$ cat config.mk
export PLATFORM = sky130hd
export DESIGN_NAME = core_seq_flat
export DESIGN_NICKNAME = d
export VERILOG_FILES = /design/src/rtl/core_seq_if.sv /design/src/rtl/core_seq.sv /design/src/flat_wrapper.sv
export SDC_FILE = /design/constraint.sdc
export NUM_CORES = 1
export LEC_CHECK = 0
export CORE_MARGIN = 1.5
export CORE_UTILIZATION = 45
export DETAILED_ROUTE_END_ITERATION = 12
export PLACE_DENSITY = 0.79
export SLEW_MARGIN = 20
export SYNTH_ARGS = -nofsm -noshare
export SYNTH_HDL_FRONTEND = slang
export SYNTH_SLANG_ARGS = --single-unit
$ cat constraint.sdc
create_clock -name clock -period 2.9 [get_ports clock]
set_clock_uncertainty 0.05 [all_clocks]
set_input_delay 0.29 -clock clock [delete_from_list [all_inputs] [get_ports clock]]
set_output_delay 0.29 -clock clock [all_outputs]
set_load 0.01 [all_outputs]
$ cat src/rtl/core_seq_if.sv
// Shared memory port between the sequencer (master) and the memory (slave).
// One request at a time; a transfer completes on an edge with mem_req & mem_ack.
interface core_seq_if;
    logic       mem_req;
    logic       mem_is_fetch;
    logic       mem_we;
    logic [3:0] mem_wmask;
    logic       mem_ack;

    modport master (
        output mem_req, mem_is_fetch, mem_we, mem_wmask,
        input  mem_ack
    );

    modport slave (
        input  mem_req, mem_is_fetch, mem_we, mem_wmask,
        output mem_ack
    );
endinterface

$ cat src/rtl/core_seq.sv
// Multi-cycle miniRV sequencer: FETCH/DECODE/EXEC/MEM/WB with sticky HALT/ERROR,
// arbitrates the single memory port by state and traps on an ack timeout.
module core_seq #(
    parameter int ACK_TIMEOUT = 255
) (
    input  logic        clock,
    input  logic        reset_n,
    input  logic        dec_is_load,
    input  logic        dec_is_store,
    input  logic        dec_is_jump,
    input  logic        dec_rd_we,
    input  logic        dec_ebreak,
    input  logic        dec_illegal,
    input  logic [3:0]  dec_wbmask,
    core_seq_if.master  mem,
    output logic        ir_we,
    output logic        rdata_we,
    output logic        rf_we,
    output logic [1:0]  rf_wsel,
    output logic        pc_we,
    output logic        pc_sel,
    output logic        halted,
    output logic        error,
    output logic [31:0] instret
);

    localparam logic [7:0] TMO = 8'(ACK_TIMEOUT);

    typedef enum logic [2:0] {
        S_FETCH, S_DECODE, S_EXEC, S_MEM, S_WB, S_HALT, S_ERROR
    } state_e;

    state_e      state_q, state_d;
    logic [7:0]  wait_q, wait_d;
    logic [31:0] instret_q, instret_d;

    always_ff @(posedge clock or negedge reset_n) begin
        if (!reset_n) begin
            state_q   <= S_FETCH;
            wait_q    <= '0;
            instret_q <= '0;
        end else begin
            state_q   <= state_d;
            wait_q    <= wait_d;
            instret_q <= instret_d;
        end
    end

    // The wait counter only runs while a request is outstanding, so every
    // entry into FETCH or MEM starts from zero.
    always_comb begin
        state_d   = state_q;
        wait_d    = '0;
        instret_d = instret_q;
        case (state_q)
            S_FETCH: begin
                if (mem.mem_ack) begin
                    state_d = S_DECODE;
                end else begin
                    wait_d = wait_q + 8'd1;
                    if (wait_d == TMO) state_d = S_ERROR;
                end
            end
            S_DECODE: begin
                if (dec_illegal)     state_d = S_ERROR;
                else if (dec_ebreak) state_d = S_HALT;
                else                 state_d = S_EXEC;
            end
            S_EXEC: state_d = (dec_is_load || dec_is_store) ? S_MEM : S_WB;
            S_MEM: begin
                if (mem.mem_ack) begin
                    state_d = S_WB;
                end else begin
                    wait_d = wait_q + 8'd1;
                    if (wait_d == TMO) state_d = S_ERROR;
                end
            end
            S_WB: begin
                instret_d = instret_q + 32'd1;
                state_d   = S_FETCH;
            end
            default: state_d = state_q;
        endcase
    end

    // Outputs are forced low while reset is held so an aborted request drops
    // asynchronously, without waiting for the state register.
    always_comb begin
        mem.mem_req      = 1'b0;
        mem.mem_is_fetch = 1'b0;
        mem.mem_we       = 1'b0;
        mem.mem_wmask    = 4'b0000;
        ir_we            = 1'b0;
        rdata_we         = 1'b0;
        rf_we            = 1'b0;
        rf_wsel          = 2'd0;
        pc_we            = 1'b0;
        pc_sel           = 1'b0;
        halted           = 1'b0;
        error            = 1'b0;
        if (reset_n) begin
            case (state_q)
                S_FETCH: begin
                    mem.mem_req      = 1'b1;
                    mem.mem_is_fetch = 1'b1;
                    ir_we            = mem.mem_ack;
                end
                S_MEM: begin
                    mem.mem_req   = 1'b1;
                    mem.mem_we    = dec_is_store;
                    mem.mem_wmask = dec_is_store ? dec_wbmask : 4'b0000;
                    rdata_we      = mem.mem_ack & dec_is_load;
                end
                S_WB: begin
                    rf_we   = dec_rd_we & ~dec_is_store;
                    rf_wsel = dec_is_jump ? 2'd2 : (dec_is_load ? 2'd1 : 2'd0);
                    pc_we   = 1'b1;
                    pc_sel  = dec_is_jump;
                end
                S_HALT:  halted = 1'b1;
                S_ERROR: begin
                    halted = 1'b1;
                    error  = 1'b1;
                end
                default: ;
            endcase
        end
    end

    assign instret = instret_q;

endmodule

$ cat src/flat_wrapper.sv
// flat-port wrapper written by rule: the top's interface ports become plain ports
module core_seq_flat 
#(
    parameter int ACK_TIMEOUT = 255
)
  (clock, reset_n, dec_is_load, dec_is_store, dec_is_jump, dec_rd_we, dec_ebreak, dec_illegal, dec_wbmask, ir_we, rdata_we, rf_we, rf_wsel, pc_we, pc_sel, halted, error, instret, mem_mem_req, mem_mem_is_fetch, mem_mem_we, mem_mem_wmask, mem_mem_ack);
  core_seq_if mem_i ();
  input  logic clock;
  input  logic reset_n;
  input  logic dec_is_load;
  input  logic dec_is_store;
  input  logic dec_is_jump;
  input  logic dec_rd_we;
  input  logic dec_ebreak;
  input  logic dec_illegal;
  input  logic [3:0] dec_wbmask;
  output logic ir_we;
  output logic rdata_we;
  output logic rf_we;
  output logic [1:0] rf_wsel;
  output logic pc_we;
  output logic pc_sel;
  output logic halted;
  output logic error;
  output logic [31:0] instret;
  output wire logic [$bits(mem_i.mem_req)-1:0] mem_mem_req;
  output wire logic [$bits(mem_i.mem_is_fetch)-1:0] mem_mem_is_fetch;
  output wire logic [$bits(mem_i.mem_we)-1:0] mem_mem_we;
  output wire logic [$bits(mem_i.mem_wmask)-1:0] mem_mem_wmask;
  input wire logic [$bits(mem_i.mem_ack)-1:0] mem_mem_ack;
  assign mem_mem_req = mem_i.mem_req;
  assign mem_mem_is_fetch = mem_i.mem_is_fetch;
  assign mem_mem_we = mem_i.mem_we;
  assign mem_mem_wmask = mem_i.mem_wmask;
  assign mem_i.mem_ack = mem_mem_ack;
  core_seq #(.ACK_TIMEOUT(ACK_TIMEOUT)) u_core (.clock(clock), .reset_n(reset_n), .dec_is_load(dec_is_load), .dec_is_store(dec_is_store), .dec_is_jump(dec_is_jump), .dec_rd_we(dec_rd_we), .dec_ebreak(dec_ebreak), .dec_illegal(dec_illegal), .dec_wbmask(dec_wbmask), .mem(mem_i), .ir_we(ir_we), .rdata_we(rdata_we), .rf_we(rf_we), .rf_wsel(rf_wsel), .pc_we(pc_we), .pc_sel(pc_sel), .halted(halted), .error(error), .instret(instret));
endmodule
==> key figures <==
Synthesis
  – Async set-reset flop share out of synthesis: 100%
  – Unique masters post-synth: 42
  – Synth top area cells: dfrtp_1 (48%), xnor2_1 (11%), nand4_1 (3.6%)
  – Seq cells post-synth: 43
  – Mapped cell area: roughly 0.0022 mm2
  – Area leader, netlist: dfrtp_1
  – Post-Synthesis Cells: roughly 220
  – Yosys top cell area share: between 40% and 50%
  – Synth Net Count: between 200 and 250
  – Syn. warnings: 0
  – Top_reg_cell synth: dfrtp_1
  – Post-synth EDFFs: 0
  – Synthesized area per cell: just over 10 um2
  – Sequential share of the synthesized area: 47.9%

Layout
  – Most common cell after layout, fill and taps aside: clkdlybuf4s50_1
  – Filler cell count: just over 400
  – P&R area growth vs syn: 35.1%
  – Commonest non-fill, non-tap cells in the layout: clkdlybuf4s50_1 (59), dfrtp_1 (43), xnor2_1 (27), nand2_1 (18), nor2_1 (18)
  – Layout cells sized above 1: 5.63%
  – Final net count: approximately 300
  – # diodes: 0

Clock tree
  – Worst-Skew Late Latency: approximately 0.29 ns
  – CTS Hold Bufs: 0
  – Clk root buf: clkbuf_8
  – Post_cts resized: 0
  – Setup Buffers After CTS: 0
  – Clock Sink Count: 43
  – Total CTS buffers: 5
  – CTS clk-pin slew, worst paths: approximately 0.08 ns
  – H-tree depth reported by CTS: 2
  – Maximum root-to-sink buffer count: 2
  – TritonCTS clock tree: yes

Power
  – Lkg Pwr: between 1 and 1.5 nW
  – Tot Pwr: 1.27 mW
  – VDD IR max: about 0.21 mV
  – Power Dens Cells: ~420 mW/mm2

Run status
  – Outcome: complete, no violations

Detailed routing
  – Via density: about 5.3
  – Post-route DRC: 0
  – DR pass1 iterations: 4
  – Remaining antenna violation count: 0
  – Drt initial violations: 110
  – WL/cell: roughly 13 um
  – DR vias: 1,847
  – Final WL: around 4600 um

Timing
  – Max Slew Vio Count: 0
  – Max Freq: 0.385 GHz
  – Fin. Hold Viols: 0
  – Headroom to the max-slew limit: approximately 50%
  – Tcrit/Tclk final: approximately 90%
  – RSZ-0062 raised after global routing: false
  – Minimum clock period: about 2.6 ns
  – Slew @ Worst Pin: 0.749 ns
  – Setup violations, final: 0
  – Setup TNS: 0 ns

Floorplanning
  – Core box area: 0.00475 mm2
  – Horiz. Die Dim: 73.6 um
  – Chip Height: approximately 74 um
  – Die area: 0.00542 mm2
  – Row count: 25
  – Top-level port count: between 60 and 70
  – Starting Density: between 40 and 50%

Global route
  – Number of global-route vias before repair: 1,713
  – Largest net degree at the start of global routing: 47
  – Gr usage total: a little under a fifth
  – M1 GR Usage: roughly a quarter
  – Grt peak-use layer: met2
  – Initial antenna violation count: 0
  – First-pass GRT wire length: roughly 7800 um
  – M3 GR Usage: under 10%
  – Grt met2 use: 30.0%
  – GRT overflow: 0

Setup path
  – Crit path launch type: flip-flop
  – Crit end category: output pin
  – Worst EP required: ~2.6 ns
  – Max Fanout on Critical Path: 15
  – Reg2reg setup slack: approximately 0.85 ns
  – WS Path Type: reg2out
  – WP data arrival: 2.26 ns

Place
  – IO buf count: 60
  – Gpl congestion: 0.917
  – DP HPWL: between 3000 and 4000 um

Hold path
  – Hold Crit Class: in2async

Flow run
  – Max Cap Violations: 0
-- layout make-up --
| type | count | area (um2) | share of cell area [%] |
|---|---|---|---|
| clock inverters | 2 | 60.1 | 1.98 |
| clock buffers | 6 | 72.6 | 2.39 |
| multi-input cells | 165 | 1110 | 36.5 |
| repair buffers | 62 | 611 | 20.1 |
| inverters | 6 | 22.5 | 0.742 |
| well taps | 67 | 83.8 | 2.76 |
| flip-flops and latches | 43 | 1080 | 35.5 |
-- registers in the layout, summed over array words and instances, names as in the netlist --
register	count
u_core.state_q	3
u_core.instret	32
u_core.wait_q	8
-- metal layers --
layer / vias to the layer above / routed length [um] / share of wire [%]
li1: 898 / - / -
met1: 900 / 2110 / 45
met2: 44 / 2270 / 49
met3: 5 / 228 / 4.9
met4: 0 / 42 / 0.90
met5: - / 0 / 0
-- power by group --
group          switching [mW]  internal (mW)  leakage, nW
registers              0.0201          0.613        0.583
logic                  0.0376         0.0514        0.630
clock network           0.201          0.344       0.0654
total                   0.259           1.01         1.28
-- kinds of logic (layout without fill, tap and decap cells) --
family	Yosys count	count (layout)	share of synthesized area (%)
AO/OA/AOI/OAI	18	18	5.35
XOR/XNOR	36	36	14.0
adder cells (fa/ha/maj)	3	3	1.67
buffers and inverters	13	76	2.73
flip-flops	43	43	47.9
multiplexers	1	1	0.501
AND/OR/NAND/NOR	107	107	27.8
-- final timing paths --
| kind | startpoint | end | cells after the start |
|---|---|---|---|
| max | u_core.state_q[0]$_DFFE_PN0P_ | rf_we | 5 |
| min reg2reg | u_core.instret[31]$_DFFE_PN0P_ | u_core.instret[31]$_DFFE_PN0P_ | 1 |
| max in group asynchronous | reset_n | u_core.instret[22]$_DFFE_PN0P_ | 2 |
| max reg2reg | u_core.state_q[0]$_DFFE_PN0P_ | u_core.instret[31]$_DFFE_PN0P_ | 4 |
| min | reset_n | u_core.instret[14]$_DFFE_PN0P_ | 2 |
| min in group clock | u_core.instret[31]$_DFFE_PN0P_ | u_core.instret[31]$_DFFE_PN0P_ | 1 |
-- stage by stage --
| step | cells | utilization, % | hold WS (ns) | area (um2) | worst slack (ns) |
|---|---|---|---|---|---|
| global placement | 343 | 61.0 | 0.367 | 2900 | 0.652 |
| CTS | 351 | 63.8 | 0.0532 | 3030 | 0.288 |
| finish | 351 | 63.8 | 0.0363 | 3030 | 0.300 |
| global route | 351 | 63.8 | 0.101 | 3030 | 0.154 |
| floorplan | 221 | - | -0.0556 | 2250 | 1.18 |
| detailed placement | 343 | 61.0 | 0.376 | 2900 | 0.616 |
-- cells in the mapped netlist (all sizes together), types with 2 or more instances --
cell / count
xor2: 9
dfrtp: 43
nand3: 15
nor3b: 2
nand4: 14
nor4: 4
and2: 6
inv: 6
buf: 3
and3: 8
o21ai: 5
a21oi: 3
nor3: 9
xnor2: 27
clkbuf: 4
ha: 3
nand2: 18
nor2: 18
nor2b: 3
and4: 3
or3: 2
-- worst max-delay path, cell delays in order, from the launching register on --
cell and delay [ns]:
dfrtp_1 0.54, inv_1 0.22, and3_1 0.30, nand2_1 0.12
nor3b_1 0.22, clkdlybuf4s50_1 0.56
No activity file was read; power rests on OpenSTA's default activity.
